--- src/rtl/lane_car_counter.sv ---
// lane_car_counter: multi-lane vehicle counter. Each detector lane passes
// through a two-flop synchroniser and a debounce filter. Every accepted rising
// edge pulses lane_event. When enabled, it also bumps that lane's
// modulo-MAX_COUNT tally and the combined total. All outputs are registered.
module lane_car_counter #(
  parameter int N_LANES    = 4,
  parameter int CNT_W      = 14,
  parameter int MAX_COUNT  = 10000,
  parameter int DEB_CYCLES = 4
) (
  input  logic                     clk,
  input  logic                     rst_n,
  input  logic                     en,
  input  logic                     clr,
  input  logic [N_LANES-1:0]       detector,
  output logic [N_LANES*CNT_W-1:0] count,
  output logic [CNT_W-1:0]         total,
  output logic [N_LANES-1:0]       lane_event,
  output logic [N_LANES-1:0]       wrap,
  output logic                     total_wrap
);

  localparam int DC_W  = $clog2(DEB_CYCLES) + 1;
  localparam int SUM_W = CNT_W + 1;

  localparam logic [DC_W-1:0]  DC_LAST  = DC_W'(DEB_CYCLES - 1);
  localparam logic [CNT_W-1:0] CNT_LAST = CNT_W'(MAX_COUNT - 1);
  localparam logic [SUM_W-1:0] SUM_MAX  = SUM_W'(MAX_COUNT);

  logic [N_LANES-1:0] s1_q, s1_d;
  logic [N_LANES-1:0] s2_q, s2_d;
  logic [N_LANES-1:0] deb_q, deb_d;
  logic [DC_W-1:0]    dc_q [N_LANES];
  logic [DC_W-1:0]    dc_d [N_LANES];
  logic [CNT_W-1:0]   count_q [N_LANES];
  logic [CNT_W-1:0]   count_d [N_LANES];
  logic [CNT_W-1:0]   total_q, total_d;
  logic [N_LANES-1:0] event_q, event_d;
  logic [N_LANES-1:0] wrap_q, wrap_d;
  logic               total_wrap_q, total_wrap_d;

  logic [N_LANES-1:0] rise;
  logic [SUM_W-1:0]   inc;
  logic [SUM_W-1:0]   sum;

  // Two-stage synchroniser shift: raw level into s1, s1 into s2.
  always_comb begin
    s1_d = detector;
    s2_d = s1_q;
  end

  // Debounce: a flip needs DEB_CYCLES consecutive s2 samples that differ from
  // deb. Only a flip to 1 is counted as a rise.
  always_comb begin
    deb_d = deb_q;
    rise  = '0;
    for (int i = 0; i < N_LANES; i++) begin
      dc_d[i] = '0;
      if (s2_q[i] != deb_q[i]) begin
        if (dc_q[i] == DC_LAST) begin
          deb_d[i] = s2_q[i];
          rise[i]  = s2_q[i];
        end else begin
          dc_d[i] = dc_q[i] + 1'b1;
        end
      end
    end
  end

  // Lane tallies, total and flags. The total sum is one bit wider than a
  // count so that adding up to N_LANES cannot overflow. clr wins over any
  // increment in the same cycle.
  always_comb begin
    event_d      = rise;
    wrap_d       = '0;
    total_wrap_d = 1'b0;
    inc          = '0;
    for (int i = 0; i < N_LANES; i++) begin
      count_d[i] = count_q[i];
      if (en && rise[i]) begin
        inc = inc + SUM_W'(1);
        if (count_q[i] == CNT_LAST) begin
          count_d[i] = '0;
          wrap_d[i]  = 1'b1;
        end else begin
          count_d[i] = count_q[i] + 1'b1;
        end
      end
    end
    sum = {1'b0, total_q} + inc;
    if (sum >= SUM_MAX) begin
      total_d      = CNT_W'(sum - SUM_MAX);
      total_wrap_d = 1'b1;
    end else begin
      total_d = sum[CNT_W-1:0];
    end
    if (clr) begin
      for (int i = 0; i < N_LANES; i++) begin
        count_d[i] = '0;
      end
      total_d      = '0;
      wrap_d       = '0;
      total_wrap_d = 1'b0;
    end
  end

  // State registers with synchronous active-low reset.
  always_ff @(posedge clk) begin
    if (!rst_n) begin
      s1_q         <= '0;
      s2_q         <= '0;
      deb_q        <= '0;
      total_q      <= '0;
      event_q      <= '0;
      wrap_q       <= '0;
      total_wrap_q <= 1'b0;
      for (int i = 0; i < N_LANES; i++) begin
        dc_q[i]    <= '0;
        count_q[i] <= '0;
      end
    end else begin
      s1_q         <= s1_d;
      s2_q         <= s2_d;
      deb_q        <= deb_d;
      total_q      <= total_d;
      event_q      <= event_d;
      wrap_q       <= wrap_d;
      total_wrap_q <= total_wrap_d;
      for (int i = 0; i < N_LANES; i++) begin
        dc_q[i]    <= dc_d[i];
        count_q[i] <= count_d[i];
      end
    end
  end

  for (genvar g = 0; g < N_LANES; g++) begin : g_count_out
    assign count[g*CNT_W +: CNT_W] = count_q[g];
  end

  assign total      = total_q;
  assign lane_event = event_q;
  assign wrap       = wrap_q;
  assign total_wrap = total_wrap_q;

endmodule

--- config.mk ---
export PLATFORM = sky130hd
export DESIGN_NAME = lane_car_counter
export DESIGN_NICKNAME = d
export VERILOG_FILES = /design/src/rtl/lane_car_counter.sv
export SDC_FILE = /design/constraint.sdc
export NUM_CORES = 1
export LEC_CHECK = 0
export CAP_MARGIN = 40
export CORE_UTILIZATION = 40
export CTS_CLUSTER_SIZE = 30
export DETAILED_ROUTE_END_ITERATION = 6
export GPL_ROUTABILITY_DRIVEN = 0
export MAX_ROUTING_LAYER = met4
export SLEW_MARGIN = 15
export SYNTH_ARGS = -nofsm -noshare
export SYNTH_HDL_FRONTEND = slang
export SYNTH_SLANG_ARGS = --single-unit
--- constraint.sdc ---
create_clock -name clk -period 5.4 [get_ports clk]
set_input_delay 0.81 -clock clk [delete_from_list [all_inputs] [get_ports clk]]
set_output_delay 0.81 -clock clk [all_outputs]
set_load 0.1 [all_outputs]
== Word level (Yosys, flattened, before mapping) ==
Memories as Yosys holds them, arrays and structs flattened.
Index checks and enable logic that the tools add are counted.

* Add/subtract/negate cells: 13
* Magnitude comparators: 1
* Eq/ne operators: 12
* Multiplexer cells: 45
* Bitwise operators: 13
* Reductions and logical operators: 13

{| class="wikitable"
|+ Operator list
! operator !! number
|-
| 2-to-1 mux 14 bit || 13
|-
| adder 14 x 1 -> 14 bit (second input constant) || 4
|-
| equality test 14 bit (second input constant) || 4
|-
| 2-to-1 mux 56 bit || 1
|-
| adder 15 x 1 -> 15 bit (second input constant) || 3
|-
| 2-to-1 mux 15 bit || 3
|-
| 2-to-1 mux 3 bit || 12
|-
| 2-to-1 mux 1 bit || 16
|-
| adder 14 x 15 -> 15 bit || 1
|-
| >= comparator 15 x 14 -> 1 bit (second input constant) || 1
|-
| subtractor 14 bit (second input constant) || 1
|-
| adder 3 x 1 -> 3 bit (second input constant) || 4
|-
| equality test 3 x 2 -> 1 bit (second input constant) || 4
|-
| OR reduction 3 bit || 4
|-
| OR 1 bit || 8
|-
| AND reduction 2 bit || 4
|-
| inverter 1 bit || 5
|-
| logical AND 1 bit || 4
|-
| != test 1 bit || 4
|-
| OR reduction 2 bit || 1
|}

* Register bits: 35
* Memory bits (writable): 68
* Memories kept: 2

{| class="wikitable"
|+ Memory list
! memory !! words !! width !! read ports !! clocked after Yosys merged registers in !! write ports !! line !! text
|-
| count_q || 4 || 14 || 4 || 0 || 4 || 35 || <nowiki>logic [CNT_W-1:0] count_q [N_LANES];</nowiki>
|-
| dc_q || 4 || 3 || 4 || 0 || 4 || 33 || <nowiki>logic [DC_W-1:0] dc_q [N_LANES];</nowiki>
|}

== Logic depth before layout (Yosys ltp) ==
Gate-level depths: netlist of run 1.
An unclocked memory read counts as a cell.

* Word-level depth: 15
* Mapped depth: 26

== Worst setup path after synthesis of run 1 ==
Ideal clock, no wire load.

* Path type: input port to flip-flop
* From: input port en
* To: register total_q[6], in the netlist total[6]
* Data arrival time: 4,710 ps
* Slack: 621 ps
* Cell stages on the path: 21
* Path buffers: 1
* Path through: nor3b_1 inv_1 ha_1 xor2_1 ha_1 nand2_1 nand2_1 ha_1 a211o_1 a21o_1 buf_6 nand2_1 xnor2_1 ha_1 nand4b_1 a21oi_1 o211ai_2 a21oi_4 o21ai_4 or3_1 a21oi_1

* Cells in the longest elaborated chain, start to end: 11

{| class="wikitable"
|+ RTL lines
! element !! line !! text
|-
| start: declaration || 13 || <nowiki>input logic en,</nowiki>
|-
| logical AND 1 bit || 80 || <nowiki>if (en && rise[i]) begin</nowiki>
|-
| 2-to-1 mux 1 bit || 80 ||
|-
| adder 15 x 1 -> 15 bit || 81 || <nowiki>inc = inc + SUM_W'(1);</nowiki>
|-
| 2-to-1 mux 15 bit || 80 ||
|-
| adder 15 x 1 -> 15 bit || 81 ||
|-
| 2-to-1 mux 15 bit || 80 ||
|-
| adder 15 x 1 -> 15 bit || 81 ||
|-
| 2-to-1 mux 15 bit (*) || 80 ||
|-
| adder 14 x 15 -> 15 bit (*) || 90 || <nowiki>sum = {1'b0, total_q} + inc;</nowiki>
|-
| subtractor 14 bit / >= comparator 15 x 14 -> 1 bit (equally long branches) || 92, 91 ||
|-
| 2-to-1 mux 14 bit (*) || 91 || <nowiki>if (sum >= SUM_MAX) begin</nowiki>
|-
| end signal: assignment || 125 || <nowiki>total_q <= total_d;</nowiki>
|-
| end: declaration || 37 || <nowiki>logic [CNT_W-1:0] total_q, total_d;</nowiki>
|}

Every way passes the cells marked *; elsewhere a longest branch is shown, timed or not.
A chain may end at the register's enable or synchronous reset.

== Final worst setup path of run 1 ==
Same ends and word-level chain as after synthesis.

==> impl_results.md, run 1 <==
* Outcome: finished clean
* RR Endpoint: total[6]
* Clock-pin slew on the worst setup and hold paths at 70 ps
* Fraction of registers with async set/reset at 0
* Most frequent CP cell: ha_1
* Netlist cell types at 70
* HPWL Detailed at 9380 um
* DRT iter0 DRCs at 306
* Reg2reg path depth at 23
* Share of post-route cells with drive strength above 1 at 0.165
* Clk buf depth at 2
* RR Startpoint: dc_q[0][0]
* Final period util at 0.917
* Vias in the first global route at 4,496
* Initial antenna violation count at 0
* Hold Crit Depth at 1
* H-tree level count at 3
* Slowest cell on the critical path: clkdlybuf4s50_1
* DP Cell Count at 905
* Yosys synthesis warning count at 0
* Antenna fix cells at 0
* Row count at 40
* Synthesized Nets at 610
* EDFF count, synth at 0
* Utilization after layout at 0.628
* Largest net degree at the start of global routing at 23
* Hold Vio Cnt, Final at 0
* Count of state elements after synthesis at 103
* Clk_skew at 10.7 ps
* First-pass DRT Iterations at 4
* Initial Util at 0.413
* Seq/Total Area, Yosys at 0.412
* Die Wd at 114 um
* Worst Tran Pin Value at 594 ps
* Final Hold Slack at 426 ps
* Final wirelength at 12,400 um
* Final cell count without fillers at 921
* Synth Instances at 580
* Pwr dens at 195 nW/um^2
* Fmax at 0.202 GHz
* Max Cap Viol at 0
* Critical path class: in2reg
* Shortest period the worst path allows at 4950 ps
* Root buf cell: clkbuf_16
* Syn_area_per_cell at 8.62 um^2
* Number of I/O pins at 87
* Max_slew headroom at 0.600
* Vias at 4,571
* Delay of the slowest critical-path stage at 550 ps
* Final ANT Viol Nets at 0
* Cell breakdown of the critical path: clkdlybuf4s50_1 -> nor3b_2 -> inv_1 -> ha_1 -> xor2_1 -> ha_1 -> nand2_1 -> nand2_1 -> ha_1 -> a211o_1 -> a21o_1 -> nand2_1 -> xnor2_1 -> ha_1 -> nand4b_1 -> a21oi_1 -> o211ai_2 -> a21oi_4 -> o21ai_4 -> or3_1 -> a21oi_1
* Die Area at 13,000 um^2
* Setup violations, final at 0
* I/O Buffers at 86
* Reg2reg setup slack at 720 ps
* Nets at 778
* RSZ-0062 raised after global routing: no
* Crit path required time at 5660 ps
* Core Region at 12,100 um^2
* Hold Path Class: reg2reg
* First-pass GRT wire length at 20,900 um
* Crit-path max FO at 8
* WP buf/inv at 2
* Remaining DRCs at 0
* Max VDD drop at 0.273 mV
* Per-cell routed wire length at 13.5 um
* Ys flop type: dfxtp_1
* Critical Path Source Type: input port
* Max-slew violation count at 0
* Crit. End Element: register
* Hold Startpoint: dc_q[0][0]
* Via density at 4.96
* Die height at 114 um
* Clock latency on the worst-skew pair at 340 ps
* Area grow syn2layout at 52.1%
* Leakage at 2.86 nW
* Post-CTS Setup Inserts at 0
* CTS Buf Count at 9
* Crit-path leading delay family: compound AO/OA/AOI/OAI gates
* Mapped Area at 5000 um^2
* Worst Path Arrival at 5220 ps
* GRT Overall Usage at 0.207
* Clock Sink Count at 103
* CTS tree: built
* Total gr overflow at 0
* Worst Hold Path EP: dc_q[0][0]
[where the power goes]
part	internal (mW)	switching, mW	leakage (nW)
Combinational	0.0163	0.0271	1.88
Sequential	0.763	0.00214	0.831
Clock	0.380	0.296	0.152
[cells by family (layout without fill, tap and decap cells)]
logic type,count (synthesis),in the layout,share of synthesized area
multiplexers,3,3,0.00625
buffers and inverters,37,210,0.0345
AND/OR/NAND/NOR,275,275,0.272
adder cells (fa/ha/maj),22,22,0.0565
AO/OA/AOI/OAI,73,73,0.103
other,1,1,0.000750
flip-flops,103,103,0.412
XOR/XNOR,66,66,0.116
[how the worst max path moves through the flow]
stage,slack [ps],from,to,cells past startpoint
final,450,en,total[6],21
after global routing,110,en,total[6],21
after CTS,320,en,total[6],21
after detailed placement,-30,en,total[6],21
after global placement,200,en,total[6],21
after floorplan,620,en,total[6],21
[flip-flops by register name, summed over array words and instances (netlist names)]
register / count
s1_q: 4
wrap: 4
s2_q: 4
count_q: 56
total: 14
dc_q: 12
lane_event: 4
total_wrap: 1
deb_q: 4
[cell type report]
type / instances / area (um^2)
Multi-Input combinational cell: 440 / 2770
Timing Repair Buffer: 173 / 2170
Clock buffer: 10 / 239
Clock inverter: 6 / 75.1
Sequential cell: 103 / 2060
Inverter: 21 / 78.8
Tap cell: 168 / 210
Fill cell: 1012 / 4500
[what timing repair did]
item,CTS,global route
resized for setup,0,1
setup endpoints to repair,0,1
hold buffers,0,0
[metrics by stage]
stage / worst slack (ps) / setup TNS, ps / instance area (um^2) / total power, mW
finish: 449 / 0 / 7610 / 1.48
global route: 110 / 0 / 7610 / 1.55
CTS: 319 / 0 / 7600 / 1.51
detailed placement: -25.1 / -25.1 / 7290 / 0.826
global placement: 197 / 0 / 6030 / 0.824
floorplan: 621 / 0 / 5000 / 0.811
[Yosys cell counts, drive strengths merged (2+ instances only)]
master | count | area, um^2
a2111o | 2 | 22.5
a211o | 2 | 26.3
a211oi | 2 | 15.0
a21boi | 4 | 30.0
a21o | 3 | 25.0
a21oi | 22 | 125
and2 | 13 | 82.6
and3 | 10 | 65.1
and4 | 2 | 17.5
buf | 6 | 45.0
clkbuf | 10 | 48.8
dfxtp | 103 | 2060
ha | 21 | 263
inv | 21 | 78.8
mux2i | 2 | 20.0
nand2 | 56 | 210
nand2b | 6 | 37.5
nand3 | 20 | 100
nand3b | 5 | 37.5
nand4 | 15 | 93.8
nand4b | 2 | 17.5
nor2 | 98 | 368
nor2b | 2 | 12.5
nor3 | 8 | 45.0
nor3b | 6 | 45.0
nor4 | 6 | 37.5
nor4b | 5 | 43.8
o211ai | 4 | 35.0
o21a | 2 | 16.3
o21ai | 19 | 106
o22ai | 2 | 12.5
or2 | 4 | 25.0
or3 | 11 | 68.8
or4 | 3 | 23.8
xnor2 | 24 | 210
xor2 | 42 | 368
[per-layer routing]
| layer | global-route usage | routed length [um] |
|---|---|---|
| met1 | 0.242 | 5610 |
| met2 | 0.352 | 6340 |
| met3 | 0.0446 | 317 |
| met4 | 0.0693 | 155 |
| met5 | - | 0 |
[cells in the final DEF, fill, tap and decap left out, types with 6 or more instances in the layout]
| cell type | n |
|---|---|
| dfxtp_1 | 103 |
| nor2_1 | 98 |
| clkdlybuf4s50_1 | 86 |
| buf_8 | 74 |
| nand2_1 | 56 |
| xor2_1 | 42 |
| xnor2_1 | 24 |
| inv_1 | 21 |
| ha_1 | 21 |
| a21oi_1 | 20 |
| nand3_1 | 20 |
| o21ai_0 | 16 |
| nand4_1 | 15 |
| and2_1 | 12 |
| or3_1 | 11 |
| clkbuf_16 | 9 |
| and3_1 | 8 |
| buf_4 | 8 |
| nor3_1 | 7 |
| nand2b_1 | 6 |
| nor4_1 | 6 |
[worst register-to-register path: cells and delay by family (launching register included)]
kind / cells / cell delay (ps)
AND/OR/NAND/NOR: 7 / 1020
XOR/XNOR: 2 / 430
AO/OA/AOI/OAI: 7 / 1290
flip-flops: 1 / 340
buffers and inverters: 1 / 150
adder cells (fa/ha/maj): 6 / 1390
Power figures use the tool's default switching activity.
==> inputs of run 2 (changes only) <==
--- a/config.mk
+++ b/config.mk
@@ -11,6 +11,7 @@
 export DETAILED_ROUTE_END_ITERATION = 6
 export GPL_ROUTABILITY_DRIVEN = 0
 export MAX_ROUTING_LAYER = met4
+export PLACE_DENSITY = 0.65
 export SLEW_MARGIN = 15
 export SYNTH_ARGS = -nofsm -noshare
 export SYNTH_HDL_FRONTEND = slang
==> run 2 against run 1 <==
Effect of this change: critical path depth is the same; final area shrank 0.28%; largest cell class unchanged; clock skew shrank 0.82 ps; global-route usage shrank 0.31 points; critical path type unchanged; sequential share of layout area grew 0.076 points; utilization shrank 0.18 points; register-to-register slack lost 50 ps; first-iteration DRC count shrank 20%; routed wire length shrank 3.0%; maximum frequency shrank 0.85%.
==> impl_results.md, run 2 (synthesis results as in run 1) <==
* Outcome: finished clean (unchanged)
* Hold Vio Cnt, Final at 0 (unchanged)
* DP Cell Count at 903 (was 905)
* Clock-pin slew on the worst setup and hold paths at 70 ps (about the same)
* Crit path required time at 5680 ps (was 5660 ps)
* Final period util at 0.925 (was 0.917)
* Remaining DRCs at 0 (unchanged)
* Via density at 5.01 (was 4.96)
* Worst Tran Pin Value at 580 ps (was 594 ps)
* H-tree level count at 3 (unchanged)
* Most frequent CP cell: ha_1 (unchanged)
* Per-cell routed wire length at 13.1 um (was 13.5 um)
* Antenna fix cells at 0 (unchanged)
* Crit. End Element: register (unchanged)
* Max_slew headroom at 0.610 (was 0.600)
* Setup violations, final at 0 (unchanged)
* Fillcell total at 999 (was 1,012)
* I/O Buffers at 86 (unchanged)
* Core Region at 12,100 um^2 (unchanged)
* Nets at 776 (was 778)
* GRT Overall Usage at 0.204 (was 0.207)
* Routed met2 length at 5970 um (was 6340 um)
* WP buf/inv at 2 (unchanged)
* Crit-path max FO at 8 (unchanged)
* Clock latency on the worst-skew pair at 350 ps (was 340 ps)
* DRT iter0 DRCs at 244 (was 306)
* CTS Buf Count at 9 (unchanged)
* Final cell count without fillers at 919 (was 921)
* Clk buf depth at 2 (unchanged)
* Leakage at 2.84 nW (was 2.86 nW)
* WL met1 at 5330 um (was 5610 um)
* Post-CTS Setup Inserts at 0 (unchanged)
* Row count at 40 (unchanged)
* Final total power at 1.48 mW (about the same)
* Total gr overflow at 0 (unchanged)
* Most frequent cells in the layout: dfxtp_1 (103), nor2_1 (98), clkdlybuf4s50_1 (86) (unchanged)
* Number of I/O pins at 87 (unchanged)
* CTS tree: built (unchanged)
* Root buf cell: clkbuf_16 (unchanged)
* Clock Sink Count at 103 (unchanged)
* HPWL Detailed at 9100 um (was 9380 um)
* Post-CTS sizing at 0 (unchanged)
* Die Wd at 114 um (unchanged)
* Most common cell after layout, fill and taps aside: dfxtp_1 (unchanged)
* Area grow syn2layout at 51.7% (was 52.1%)
* Most flops, register: count_q (unchanged)
* Initial antenna violation count at 0 (unchanged)
* Die Area at 13,000 um^2 (unchanged)
* Crit-path leading delay family: compound AO/OA/AOI/OAI gates (unchanged)
* Top sig layer: met4 (unchanged)
* Slowest cell on the critical path: clkdlybuf4s50_1 (unchanged)
* Clk_skew at 9.87 ps (was 10.7 ps)
* Critical path class: in2reg (unchanged)
* Max VDD drop at 0.208 mV (was 0.273 mV)
* First-pass GRT wire length at 20,600 um (was 20,900 um)
* Share of post-route cells with drive strength above 1 at 0.161 (was 0.165)
* Setup TNS at 0 ps (unchanged)
* Final ANT Viol Nets at 0 (unchanged)
* Cell breakdown of the critical path: clkdlybuf4s50_1 -> nor3b_2 -> inv_1 -> ha_1 -> xor2_1 -> ha_1 -> nand2_1 -> nand2_1 -> ha_1 -> a211o_1 -> a21o_1 -> nand2_1 -> xnor2_1 -> ha_1 -> nand4b_1 -> a21oi_1 -> o211ai_2 -> a21oi_4 -> o21ai_4 -> or3_1 -> a21oi_1 (unchanged)
* Final wirelength at 12,100 um (was 12,400 um)
* Largest net degree at the start of global routing at 23 (unchanged)
* WL met3 at 474 um (was 317 um)
* Number of flip-flops in the largest register at 56 (unchanged)
* Pwr dens at 195 nW/um^2 (about the same)
* Vias at 4,601 (was 4,571)
* Worst Path Arrival at 5270 ps (was 5220 ps)
* Delay of the slowest critical-path stage at 560 ps (was 550 ps)
* Die height at 114 um (unchanged)
* CTS Hold Bufs at 0 (unchanged)
* Shortest period the worst path allows at 4990 ps (was 4950 ps)
* Hold Path Class: reg2reg (unchanged)
* Vias in the first global route at 4,477 (was 4,496)
* Max-slew violation count at 0 (unchanged)
* Max Cap Viol at 0 (unchanged)
* Initial Util at 0.413 (unchanged)
* Fmax at 0.200 GHz (was 0.202 GHz)
* RSZ-0062 raised after global routing: no (unchanged)
* First-pass DRT Iterations at 4 (unchanged)
* Critical Path Source Type: input port (unchanged)
[run 2: path summary, 6_finish.rpt]
kind | from | slack, ps | cells after the start | to
max | en | 410 | 21 | total[6]
min | dc_q[2][0] | 420 | 1 | dc_q[2][0]
max reg2reg | dc_q[0][0] | 670 | 23 | total[6]
min reg2reg | dc_q[2][0] | 420 | 1 | dc_q[2][0]
[run 2: stage by stage]
step           cell area, um^2   util  setup WS, ps  hold slack, ps
6_report                  7590  0.626           406             422
3_5_place_dp              7270  0.601         -7.71             412
5_1_grt                   7590  0.626          81.4             443
2_1_floorplan             5000      -           621             399
4_1_cts                   7580  0.626           334             426
3_3_place_gp              6020  0.497           194             408
[run 2: routing by layer]
metal,vias to the layer above,track usage
li1,2310,-
met1,2142,0.243
met2,123,0.335
met3,26,0.0425
met4,0,0.0840
met5,-,-
[run 2: worst reg2reg max path, cell delays in order (launching register included)]
cell	delay, ps
dfxtp_1	340
ha_1	150
ha_1	170
nand2_1	110
nor3b_2	250
inv_1	140
ha_1	330
xor2_1	240
ha_1	270
nand2_1	60
nand2_1	70
ha_1	270
a211o_1	350
a21o_1	180
nand2_1	110
xnor2_1	180
ha_1	200
nand4b_1	90
a21oi_1	170
o211ai_2	150
a21oi_4	220
o21ai_4	110
or3_1	360
a21oi_1	140
[run 2: area by class of cell]
class / instances / area (um^2) / area share
Clock buffer: 11 / 243 / 0.0320
Clock inverter: 5 / 65.1 / 0.00858
Inverter: 21 / 78.8 / 0.0104
Multi-Input combinational cell: 440 / 2770 / 0.365
Sequential cell: 103 / 2060 / 0.272
Tap cell: 168 / 210 / 0.0277
Timing Repair Buffer: 171 / 2150 / 0.284
[run 2: power breakdown]
group	total (mW)	switching (mW)	internal, mW
combinational	0.0432	0.0269	0.0163
clock	0.669	0.292	0.377
sequential	0.765	0.00210	0.763
==> inputs of run 3 (changes only) <==
--- a/config.mk
+++ b/config.mk
@@ -7,12 +7,13 @@
 export LEC_CHECK = 0
 export CAP_MARGIN = 40
 export CORE_UTILIZATION = 40
+export CTS_BUF_LIST = sky130_fd_sc_hd__clkbuf_4 sky130_fd_sc_hd__clkbuf_8
 export CTS_CLUSTER_SIZE = 30
 export DETAILED_ROUTE_END_ITERATION = 6
 export GPL_ROUTABILITY_DRIVEN = 0
 export MAX_ROUTING_LAYER = met4
 export PLACE_DENSITY = 0.65
-export SLEW_MARGIN = 15
+export REMOVE_ABC_BUFFERS = 1
 export SYNTH_ARGS = -nofsm -noshare
 export SYNTH_HDL_FRONTEND = slang
 export SYNTH_SLANG_ARGS = --single-unit
==> run 3 against run 2 <==
Effect of this change: final area shrank 1.0%; cell count grew 0.44%; hold slack better by 8.4 ps; critical path depth is the same; combinational power is 0.9% higher; clock power shrank 30%; utilization is 0.65 points lower; count of clock-buffer cells in the layout shrank 2; sequential share of layout area increased by 0.29 points; total power down 14%; flip-flop and latch count did not move; maximum frequency rose by 1.8%; largest power group unchanged.
==> impl_results.md, run 3 (synthesis results as in run 1) <==
* Outcome: finished clean (unchanged)
* Hold Vio Cnt, Final at 0 (unchanged)
* Die height at 114 um (unchanged)
* Largest net degree at the start of global routing at 23 (unchanged)
* Total gr overflow at 0 (unchanged)
* DP Area at 7320 um^2 (was 7270 um^2)
* I/O Buffers at 86 (unchanged)
* Worst Tran Pin Value at 605 ps (was 580 ps)
* Cell depth of the worst setup path at 21 (unchanged)
* Max Cap Viol at 0 (unchanged)
* Crit. End Element: register (unchanged)
* Critical Path Source Type: input port (unchanged)
* Final Hold Slack at 431 ps (was 422 ps)
* Clock-pin slew on the worst setup and hold paths at 100 ps (was 70 ps)
* Share of post-route cells with drive strength above 1 at 0.166 (was 0.161)
* Post-CTS Setup Inserts at 0 (unchanged)
* Clk_skew at 13.2 ps (was 9.87 ps)
* Max-slew violation count at 0 (unchanged)
* Crit-path max FO at 8 (unchanged)
* Peak-usage layer in the global routing report: met2 (unchanged)
* Setup violations, final at 0 (unchanged)
* Worst slack at placement at 155 ps (was -7.71 ps)
* HPWL Detailed at 9380 um (was 9100 um)
* Number of I/O pins at 87 (unchanged)
* DRT iter0 DRCs at 310 (was 244)
* Slowest cell on the critical path: clkdlybuf4s50_1 (unchanged)
* Fmax at 0.204 GHz (was 0.200 GHz)
* Area grow syn2layout at 50.1% (was 51.7%)
* Antenna fix cells at 0 (unchanged)
* CTS Buf Count at 9 (unchanged)
* Cell breakdown of the critical path: clkdlybuf4s50_1 -> nor3b_1 -> inv_1 -> ha_1 -> xor2_1 -> ha_1 -> nand2_1 -> nand2_1 -> ha_1 -> a211o_1 -> a21o_1 -> nand2_1 -> xnor2_1 -> ha_1 -> nand4b_1 -> a21oi_1 -> o211ai_2 -> a21oi_4 -> o21ai_4 -> or3_1 -> a21oi_1 (was clkdlybuf4s50_1 -> nor3b_2 -> inv_1 -> ha_1 -> xor2_1 -> ha_1 -> nand2_1 -> nand2_1 -> ha_1 -> a211o_1 -> a21o_1 -> nand2_1 -> xnor2_1 -> ha_1 -> nand4b_1 -> a21oi_1 -> o211ai_2 -> a21oi_4 -> o21ai_4 -> or3_1 -> a21oi_1)
* WP buf/inv at 2 (unchanged)
* CP Launch Point: en (unchanged)
* Final wirelength at 12,200 um (was 12,100 um)
* Clock latency on the worst-skew pair at 380 ps (was 350 ps)
* Delay of the slowest critical-path stage at 490 ps (was 560 ps)
* Finished Cell Area at 7510 um^2 (was 7590 um^2)
* Number of flip-flops in the largest register at 56 (unchanged)
* Root buf cell: clkbuf_8 (was clkbuf_16)
* First-pass GRT wire length at 20,400 um (was 20,600 um)
* Initial Util at 0.413 (unchanged)
* CTS tree: built (unchanged)
* Core Region at 12,100 um^2 (unchanged)
* Hold Path Class: reg2reg (unchanged)
* H-tree level count at 3 (unchanged)
* GRT Overall Usage at 0.201 (was 0.204)
* Pwr dens at 170 nW/um^2 (was 195 nW/um^2)
* Remaining DRCs at 0 (unchanged)
* RR Startpoint: dc_q[0][0] (unchanged)
* Die Area at 13,000 um^2 (unchanged)
* Via density at 5.05 (was 5.01)
* Max_slew headroom at 0.593 (was 0.610)
* Leakage at 2.82 nW (was 2.84 nW)
* Row count at 40 (unchanged)
* Final period util at 0.908 (was 0.925)
* Shortest period the worst path allows at 4900 ps (was 4990 ps)
* Most common cell after layout, fill and taps aside: dfxtp_1 (unchanged)
* Setup ws final at 496 ps (was 406 ps)
* Critical path class: in2reg (unchanged)
* Multi-input gate area at 2770 um^2 (about the same)
* Vias at 4,662 (was 4,601)
* Clk buf depth at 2 (unchanged)
* Most frequent cells in the layout: dfxtp_1 (103), nor2_1 (98), clkdlybuf4s50_1 (86) (unchanged)
* Setup TNS at 0 ps (unchanged)
* Crit path required time at 5700 ps (was 5680 ps)
* Hold Startpoint: dc_q[3][0] (was dc_q[2][0])
* Reg2reg path depth at 23 (unchanged)
* First-pass DRT Iterations at 5 (was 4)
* Final ANT Viol Nets at 0 (unchanged)
* Per-cell routed wire length at 13.3 um (was 13.1 um)
* Nets at 780 (was 776)
* Clock Sink Count at 103 (unchanged)
* Initial antenna violation count at 0 (unchanged)
* Die Wd at 114 um (unchanged)
* Most frequent CP cell: ha_1 (unchanged)
* FF/Latch Area at 2060 um^2 (unchanged)
* Post-CTS sizing at 0 (unchanged)
* Hold Crit Depth at 1 (unchanged)
* Met3 usage at 0.0282 (was 0.0425)
* Met2 usage at 0.343 (was 0.335)
* Fillcell total at 1,018 (was 999)
* Most flops, register: count_q (unchanged)
* Vias in the first global route at 4,373 (was 4,477)
* Met1 Track Usage GR at 0.239 (was 0.243)
* Crit-path leading delay family: compound AO/OA/AOI/OAI gates (unchanged)
* Worst Path Arrival at 5200 ps (was 5270 ps)
* CTS Hold Bufs at 0 (unchanged)
* RSZ-0062 raised after global routing: no (unchanged)
* Max VDD drop at 0.128 mV (was 0.208 mV)
run 3: changes by cell type in the layout (fill, tap and decap cells not counted), moves of 2 or more:
cell | before | now
clkbuf_16 | 9 | 0
buf_4 | 6 | 10
clkinv_4 | 0 | 3
clkbuf_8 | 1 | 9
clkinvlp_4 | 2 | 0
run 3: stage by stage:
step	cells	total power, mW	utilization
after CTS	923	1.29	0.620
after global placement	828	0.824	0.500
after floorplan	564	0.807	-
final	923	1.27	0.620
after detailed placement	907	0.827	0.604
after global routing	923	1.33	0.620
run 3: final cells by class:
class,instances,share of cell area
tap,168,0.0280
sequential,103,0.275
timing repair buffer,175,0.293
inverter,21,0.0105
multi-input combinational,440,0.369
clock inverter,7,0.00900
clock buffer,9,0.0165
run 3: metal layers:
| metal | wire (um) | vias to the layer above | share of wire |
|---|---|---|---|
| li1 | - | 2326 | - |
| met1 | 5430 | 2186 | 0.44 |
| met2 | 6080 | 126 | 0.50 |
| met3 | 446 | 24 | 0.036 |
| met4 | 276 | 0 | 0.023 |
| met5 | 0 | - | 0 |
run 3: worst paths after layout:
kind,end,slack [ps]
worst min-delay path,dc_q[3][0],430
worst max-delay path,total[6],500
worst max register to register,total[6],670
worst min register to register,dc_q[3][0],430
run 3: where the power goes:
part / leakage, nW / switching [mW] / internal (mW) / total (mW)
registers: 0.831 / 0.00217 / 0.763 / 0.765
logic: 1.89 / 0.0269 / 0.0167 / 0.0436
clock network: 0.0984 / 0.286 / 0.178 / 0.465
total: 2.82 / 0.316 / 0.958 / 1.27
run 3: worst reg2reg max path: stages, from the launching register on:
cell and delay (ps):
dfxtp_1 360, ha_1 150, ha_1 160, nand2_1 80, nor3b_1 280, inv_1 100, ha_1 320, xor2_1 240
ha_1 270, nand2_1 60, nand2_1 80, ha_1 280, a211o_1 350, a21o_1 190, nand2_1 100, xnor2_1 180
ha_1 210, nand4b_1 100, a21oi_1 190, o211ai_2 150, a21oi_4 220, o21ai_4 110, or3_1 350, a21oi_1 140
==> RTL change 1 (flow settings as in run 2) <==
Change the parameter `DEB_CYCLES` from 4 to 8.
--- a/src/rtl/lane_car_counter.sv
+++ b/src/rtl/lane_car_counter.sv
@@ -6,7 +6,7 @@
   parameter int N_LANES    = 4,
   parameter int CNT_W      = 14,
   parameter int MAX_COUNT  = 10000,
-  parameter int DEB_CYCLES = 4
+  parameter int DEB_CYCLES = 8
 ) (
   input  logic                     clk,
   input  logic                     rst_n,
Function: changed (a bounded check fails within 10 cycles, from zero or initial values and one cycle with rst_n low).
==> RTL change 1 against run 2 <==
  * Fmax decreased by 1.5%
  * Final cell count increased by 0.33%
  * Synthesized area increased by 0.93%
  * Cell area increased by 3.1%
  * Non-clock buffer count increased by 10
  * First-iteration DRC count increased by 7.0%
  * Sequential cell count increased by 4
  * Setup slack got worse by 75 ps
  * Largest power group unchanged
  * Highest routed layer unchanged
  * Clock skew decreased by 1.1 ps
  * Total power increased by 6.8%
  * Critical path type unchanged
  * Wire length increased by 3.7%
==> RTL change 1: results (changes against run 2) <==
stage,metric,value,unit,change
outcome,status,"finished, final reports clean",,
worst_setup_path,Setup crit start,en,,
worst_setup_path,crit path max fanout,6,,-2
sta,endpoints failing hold,0,,unchanged
placed_design,buffers added on ports,86,,unchanged
yosys,Syn. warnings,0,,unchanged
worst_setup_path,Reg2Reg Launch Point,dc_q[1][0],,
worst_setup_path,CP Capture Point,total[12],,
layout,share of post-route cells with drive strength above 1,17.1,%,+1.0 points
detailed_routing,Via-to-Cell Ratio,4.96,,-0.98%
detailed_routing,drt initial violations,261,,+7.0%
layout,Largest Register,count_q,,
yosys,Synth area leaders,"dfxtp_1 (42%), xor2_1 (9.7%), nor2_1 (7.5%)",,
placed_design,dpl cells,906,,+0.33%
pwr,Peak VDD IR,0.167,mV,-19%
clocking,Clock Latency Late Sink,340,ps,
pwr,P_leak,3.03,nW,+6.8%
worst_setup_path,worst r2r path cells,19,,-17%
global_route,global-route usage over all layers,20.9,%,+0.50 points
yosys,"Seq/Total Area, Yosys",42.4,%,+1.2 points
worst_hold_path,Hold Startpoint,s1_q[2],,
yosys,commonest cells in the synthesized netlist,"dfxtp_1 (107), nor2_1 (101), xor2_1 (56), nand2_1 (52), nand3_1 (24)",,
clocking,post_cts resized,0,,unchanged
layout,Final nets,777,,+0.13%
global_route,pin count of the biggest net entering global routing,21,,-8.7%
detailed_routing,Detailed Routing Iterations Pass 1,4,,unchanged
yosys,Mapped Cells,570,,-1.7%
clocking,Clock Tree Buf Depth,2,,unchanged
yosys,Mapped Nets,598,,-2.0%
layout,final std cells w/o fill,922,,+0.33%
sta,"Slew Viols, Final",0,,unchanged
clocking,Post-CTS Setup Repair Bufs,0,,unchanged
layout,diodes inserted,0,,unchanged
worst_setup_path,r2r setup slk,650,ps,-20 ps
global_route,first-pass GRT wire length,21400,µm,+3.7%
sta,Layout Skew,8.74,ps,-1.13 ps
layout,FILL cells,949,,-5.0%
detailed_routing,routed wire length per instance,13.6,µm,+3.3%
worst_hold_path,Hold Path Class,flop to flop,,
worst_setup_path,CP Data Arrival Time,5350,ps,+80 ps
yosys,Post-synth ARST share,0,%,unchanged
worst_setup_path,crit-path max cell delay,490,ps,-70 ps
global_route,initial antenna violation count,0,,unchanged
yosys,Synth cell types,59,,-16%
clocking,H-tree depth,3,,unchanged
sta,Worst-Margin Slew,614,ps,+33.7 ps
placed_design,DP Wirelength,9580,µm,+5.2%
[RTL change 1: critical path: cells and delay by family]
family | cells | cell delay (ps)
buf+inv | 3 | 680
mux | 1 | 280
fa+ha+maj | 4 | 1060
compound gates | 5 | 1420
simple gates | 4 | 650
xor+xnor | 2 | 430
[RTL change 1: area by class of cell]
cell class / count / area, µm² / share of cell area, %
Multi-Input combinational cell: 434 / 2800 / 35.9
Timing Repair Buffer: 181 / 2260 / 28.9
Sequential cell: 107 / 2140 / 27.4
Clock buffer: 12 / 267 / 3.41
Tap cell: 168 / 210 / 2.69
Clock inverter: 4 / 77.6 / 0.992
Inverter: 16 / 60.1 / 0.768
[RTL change 1: how the worst min path moves through the flow]
stage	endpoint	slack [ps]	cells after the start
after global routing	s2_q[3]	450	1
after floorplan	s2_q[0]	410	1
after CTS	s2_q[2]	440	1
after detailed placement	s2_q[2]	420	1
after global placement	s2_q[1]	420	1
final	s2_q[2]	440	1
[RTL change 1: metrics by stage]
step | cell area (µm²) | power (mW) | worst slack, ps | hold slack, ps | TNS (ps)
final | 7820 | 1.58 | 331 | 437 | 0
after global routing | 7820 | 1.64 | 46.5 | 454 | 0
after CTS | 7820 | 1.60 | 307 | 440 | 0
after detailed placement | 7470 | 0.859 | -8.01 | 422 | -8.01
after global placement | 6190 | 0.856 | 69.3 | 418 | 0
after floorplan | 5050 | 0.841 | 252 | 412 | 0
[RTL change 1: cells by family after synthesis]
kind of cell | count (synthesis) | synth area share [%]
AND/OR/NAND/NOR | 281 | 27.7
multiplexers | 11 | 2.21
AO/OA/AOI/OAI | 44 | 6.94
other | 1 | 0.0743
adder cells (fa/ha/maj) | 20 | 5.11
flip-flops | 107 | 42.4
buffers and inverters | 29 | 2.18
XOR/XNOR | 77 | 13.4
[RTL change 1: where the power goes]
group          switching [mW]  total (mW)  leakage, nW  internal, mW
clock network           0.291       0.739        0.170         0.448
logic                  0.0287      0.0450         2.00        0.0163
registers             0.00230       0.795        0.864         0.793
[RTL change 1: routing by layer]
metal	GRT usage, %	wire [µm]	vias up	share of wire, %
met5	-	0	-	0
met3	2.33	362	19	2.9
met1	25.2	5610	2150	45
li1	-	-	2304	-
met2	36.0	6360	98	51
met4	7.45	167	0	1.3
==> RTL change 2 (config.mk and constraints of run 2) <==
Made on the original files. `s1_q` and `s2_q` no longer have a reset.
--- a/src/rtl/lane_car_counter.sv
+++ b/src/rtl/lane_car_counter.sv
@@ -107,8 +107,6 @@
   // State registers with synchronous active-low reset.
   always_ff @(posedge clk) begin
     if (!rst_n) begin
-      s1_q         <= '0;
-      s2_q         <= '0;
       deb_q        <= '0;
       total_q      <= '0;
       event_q      <= '0;
@@ -119,8 +117,6 @@
         count_q[i] <= '0;
       end
     end else begin
-      s1_q         <= s1_d;
-      s2_q         <= s2_d;
       deb_q        <= deb_d;
       total_q      <= total_d;
       event_q      <= event_d;
@@ -131,6 +127,11 @@
         count_q[i] <= count_d[i];
       end
     end
+  end
+
+  always_ff @(posedge clk) begin
+    s1_q <= s1_d;
+    s2_q <= s2_d;
   end
 
   for (genvar g = 0; g < N_LANES; g++) begin : g_count_out
Formal check against the unedited RTL: not equivalent (a bounded check fails within 10 cycles, from zero or initial values and one cycle with rst_n low).
==> RTL change 2 against run 2 <==
  * Cell area down 1.1%
  * Sequential power up 0.8%
  * Synthesized area down 1.7%
  * Hold slack worse by 94 ps
  * Critical path depth unchanged
  * Die area down 1.6%
  * Total power down 3.2%
  * Setup slack better by 87 ps
  * Sequential share of layout area up 0.31 points
  * Wire length up 3.3%
  * Sequential cell count unchanged
==> RTL change 2: results (changes against run 2) <==
stage,metric,value,unit,change
worst_setup_path,Reg2Reg Launch Point,dc_q[1][0],,
detailed_routing,drt initial violations,229,,-6.1%
worst_hold_path,Hold Startpoint,s1_q[0],,
outcome,status,"finished, final reports clean",,
yosys,Synth cell types,61,,-13%
yosys,Syn. warnings,0,,unchanged
detailed_routing,Via-to-Cell Ratio,5.15,,+2.9%
worst_setup_path,r2r setup slk,670,ps,about the same
pwr,P_leak,2.86,nW,+0.86%
layout,share of post-route cells with drive strength above 1,16.0,%,-0.074 points
layout,Largest Register,count_q,,
global_route,initial antenna violation count,0,,unchanged
worst_setup_path,CP Data Arrival Time,5180,ps,-90 ps
worst_setup_path,Setup crit start,en,,
placed_design,DP Wirelength,9430,µm,+3.6%
sta,Layout Skew,7.76,ps,-2.11 ps
clocking,CTS Buf Count,9,,unchanged
yosys,Post-synth ARST share,0,%,unchanged
yosys,Mapped Nets,601,,-1.5%
worst_setup_path,crit-path max cell delay,560,ps,about the same
worst_setup_path,crit path max fanout,5,,-3
yosys,commonest cells in the synthesized netlist,"dfxtp_1 (103), nor2_1 (88), nand2_1 (63), xor2_1 (41)",,
yosys,"Seq/Total Area, Yosys",41.9,%,+0.70 points
clocking,Post-CTS Setup Repair Bufs,0,,unchanged
clocking,Clock Latency Late Sink,350,ps,about the same
global_route,first-pass GRT wire length,20600,µm,about the same
global_route,vias in the first global route,4532,,+1.2%
layout,Final nets,767,,-1.2%
global_route,global-route usage over all layers,20.8,%,+0.47 points
global_route,pin count of the biggest net entering global routing,17,,-26%
detailed_routing,Detailed Routing Iterations Pass 1,4,,unchanged
placed_design,placed cell area,7220,µm²,-0.76%
yosys,Synth area leaders,"dfxtp_1 (42%), xor2_1 (7.3%), nor2_1 (6.7%)",,
layout,max reg flops,56,,unchanged
detailed_routing,final WL,12500,µm,+3.3%
pwr,Peak VDD IR,0.200,mV,-3.7%
layout,FILL cells,964,,-3.5%
sta,Worst-Margin Slew,754,ps,+175 ps
## RTL change 2: changes by cell type in the layout (fill, tap and decap cells not counted), sizes merged, moves of 3 or more
cell,change
nand3,+3
nor2,-10
inv,-3
nand2,+7
nor4b,-3
xnor2,-4
or4,-3
a21oi,+3
clkinv,+4
## RTL change 2: cells by family (layout without fill, tap and decap cells)
logic type / after synthesis / after routing / synth area share (%)
mux: 4 / 4 / 0.865
fa+ha+maj: 22 / 22 / 5.75
flops: 103 / 103 / 41.9
other cells: 1 / 1 / 0.0762
xor+xnor: 61 / 61 / 10.9
simple gates: 275 / 275 / 28.2
compound gates: 71 / 71 / 9.62
buf+inv: 34 / 205 / 2.75
## RTL change 2: area by class of cell
type,count,area share [%]
clock buffers,11,3.24
clock inverters,5,0.434
inverters,19,0.951
multi-input cells,434,36.4
flip-flops and latches,103,27.5
well taps,147,2.45
repair buffers,170,29.1
## RTL change 2: path summary, 6_finish.rpt
check / end / cells after the start
hold reg to reg: s2_q[0] / 0
hold / removal: s2_q[0] / 0
setup reg to reg: total[10] / 23
setup / recovery: total[10] / 21
## RTL change 2: critical path, delay by kind of cell
kind	cells	cell delay (ps)
compound gates	3	620
fa+ha+maj	4	1210
simple gates	10	1620
buf+inv	3	720
xor+xnor	1	190
## RTL change 2: where the power goes
group / internal [mW] / leakage (nW) / switching (mW)
Clock: 0.325 / 0.140 / 0.281
Sequential: 0.767 / 0.834 / 0.00394
Combinational: 0.0202 / 1.89 / 0.0331
Total: 1.11 / 2.86 / 0.318
## RTL change 2: stage by stage
step / hold slack [ps] / utilization [%] / std cells / setup WS, ps / power [mW]
after floorplan: 310 / - / 571 / 890 / 0.821
after global placement: 311 / 49.4 / 793 / 293 / 0.836
after detailed placement: 314 / 60.1 / 873 / 74.1 / 0.841
after CTS: 330 / 62.4 / 889 / 417 / 1.45
after global routing: 339 / 62.4 / 889 / 121 / 1.49
final: 329 / 62.4 / 889 / 494 / 1.43
## RTL change 2: layer usage
layer / global-route usage (%) / routed length (µm) / share of wire [%] / vias to the layer above
met5: - / 0 / 0 / -
met3: 3.16 / 386 / 3.1 / 35
li1: - / - / - / 2285
met1: 23.0 / 5320 / 43 / 2154
met2: 35.9 / 6310 / 51 / 105
met4: 11.9 / 437 / 3.5 / 0
## RTL change 2: what timing repair did
item	CTS	global route
endpoints found under the hold margin	0	0
setup endpoints to repair	0	1
resized for setup	0	1
hold buffers	0	0
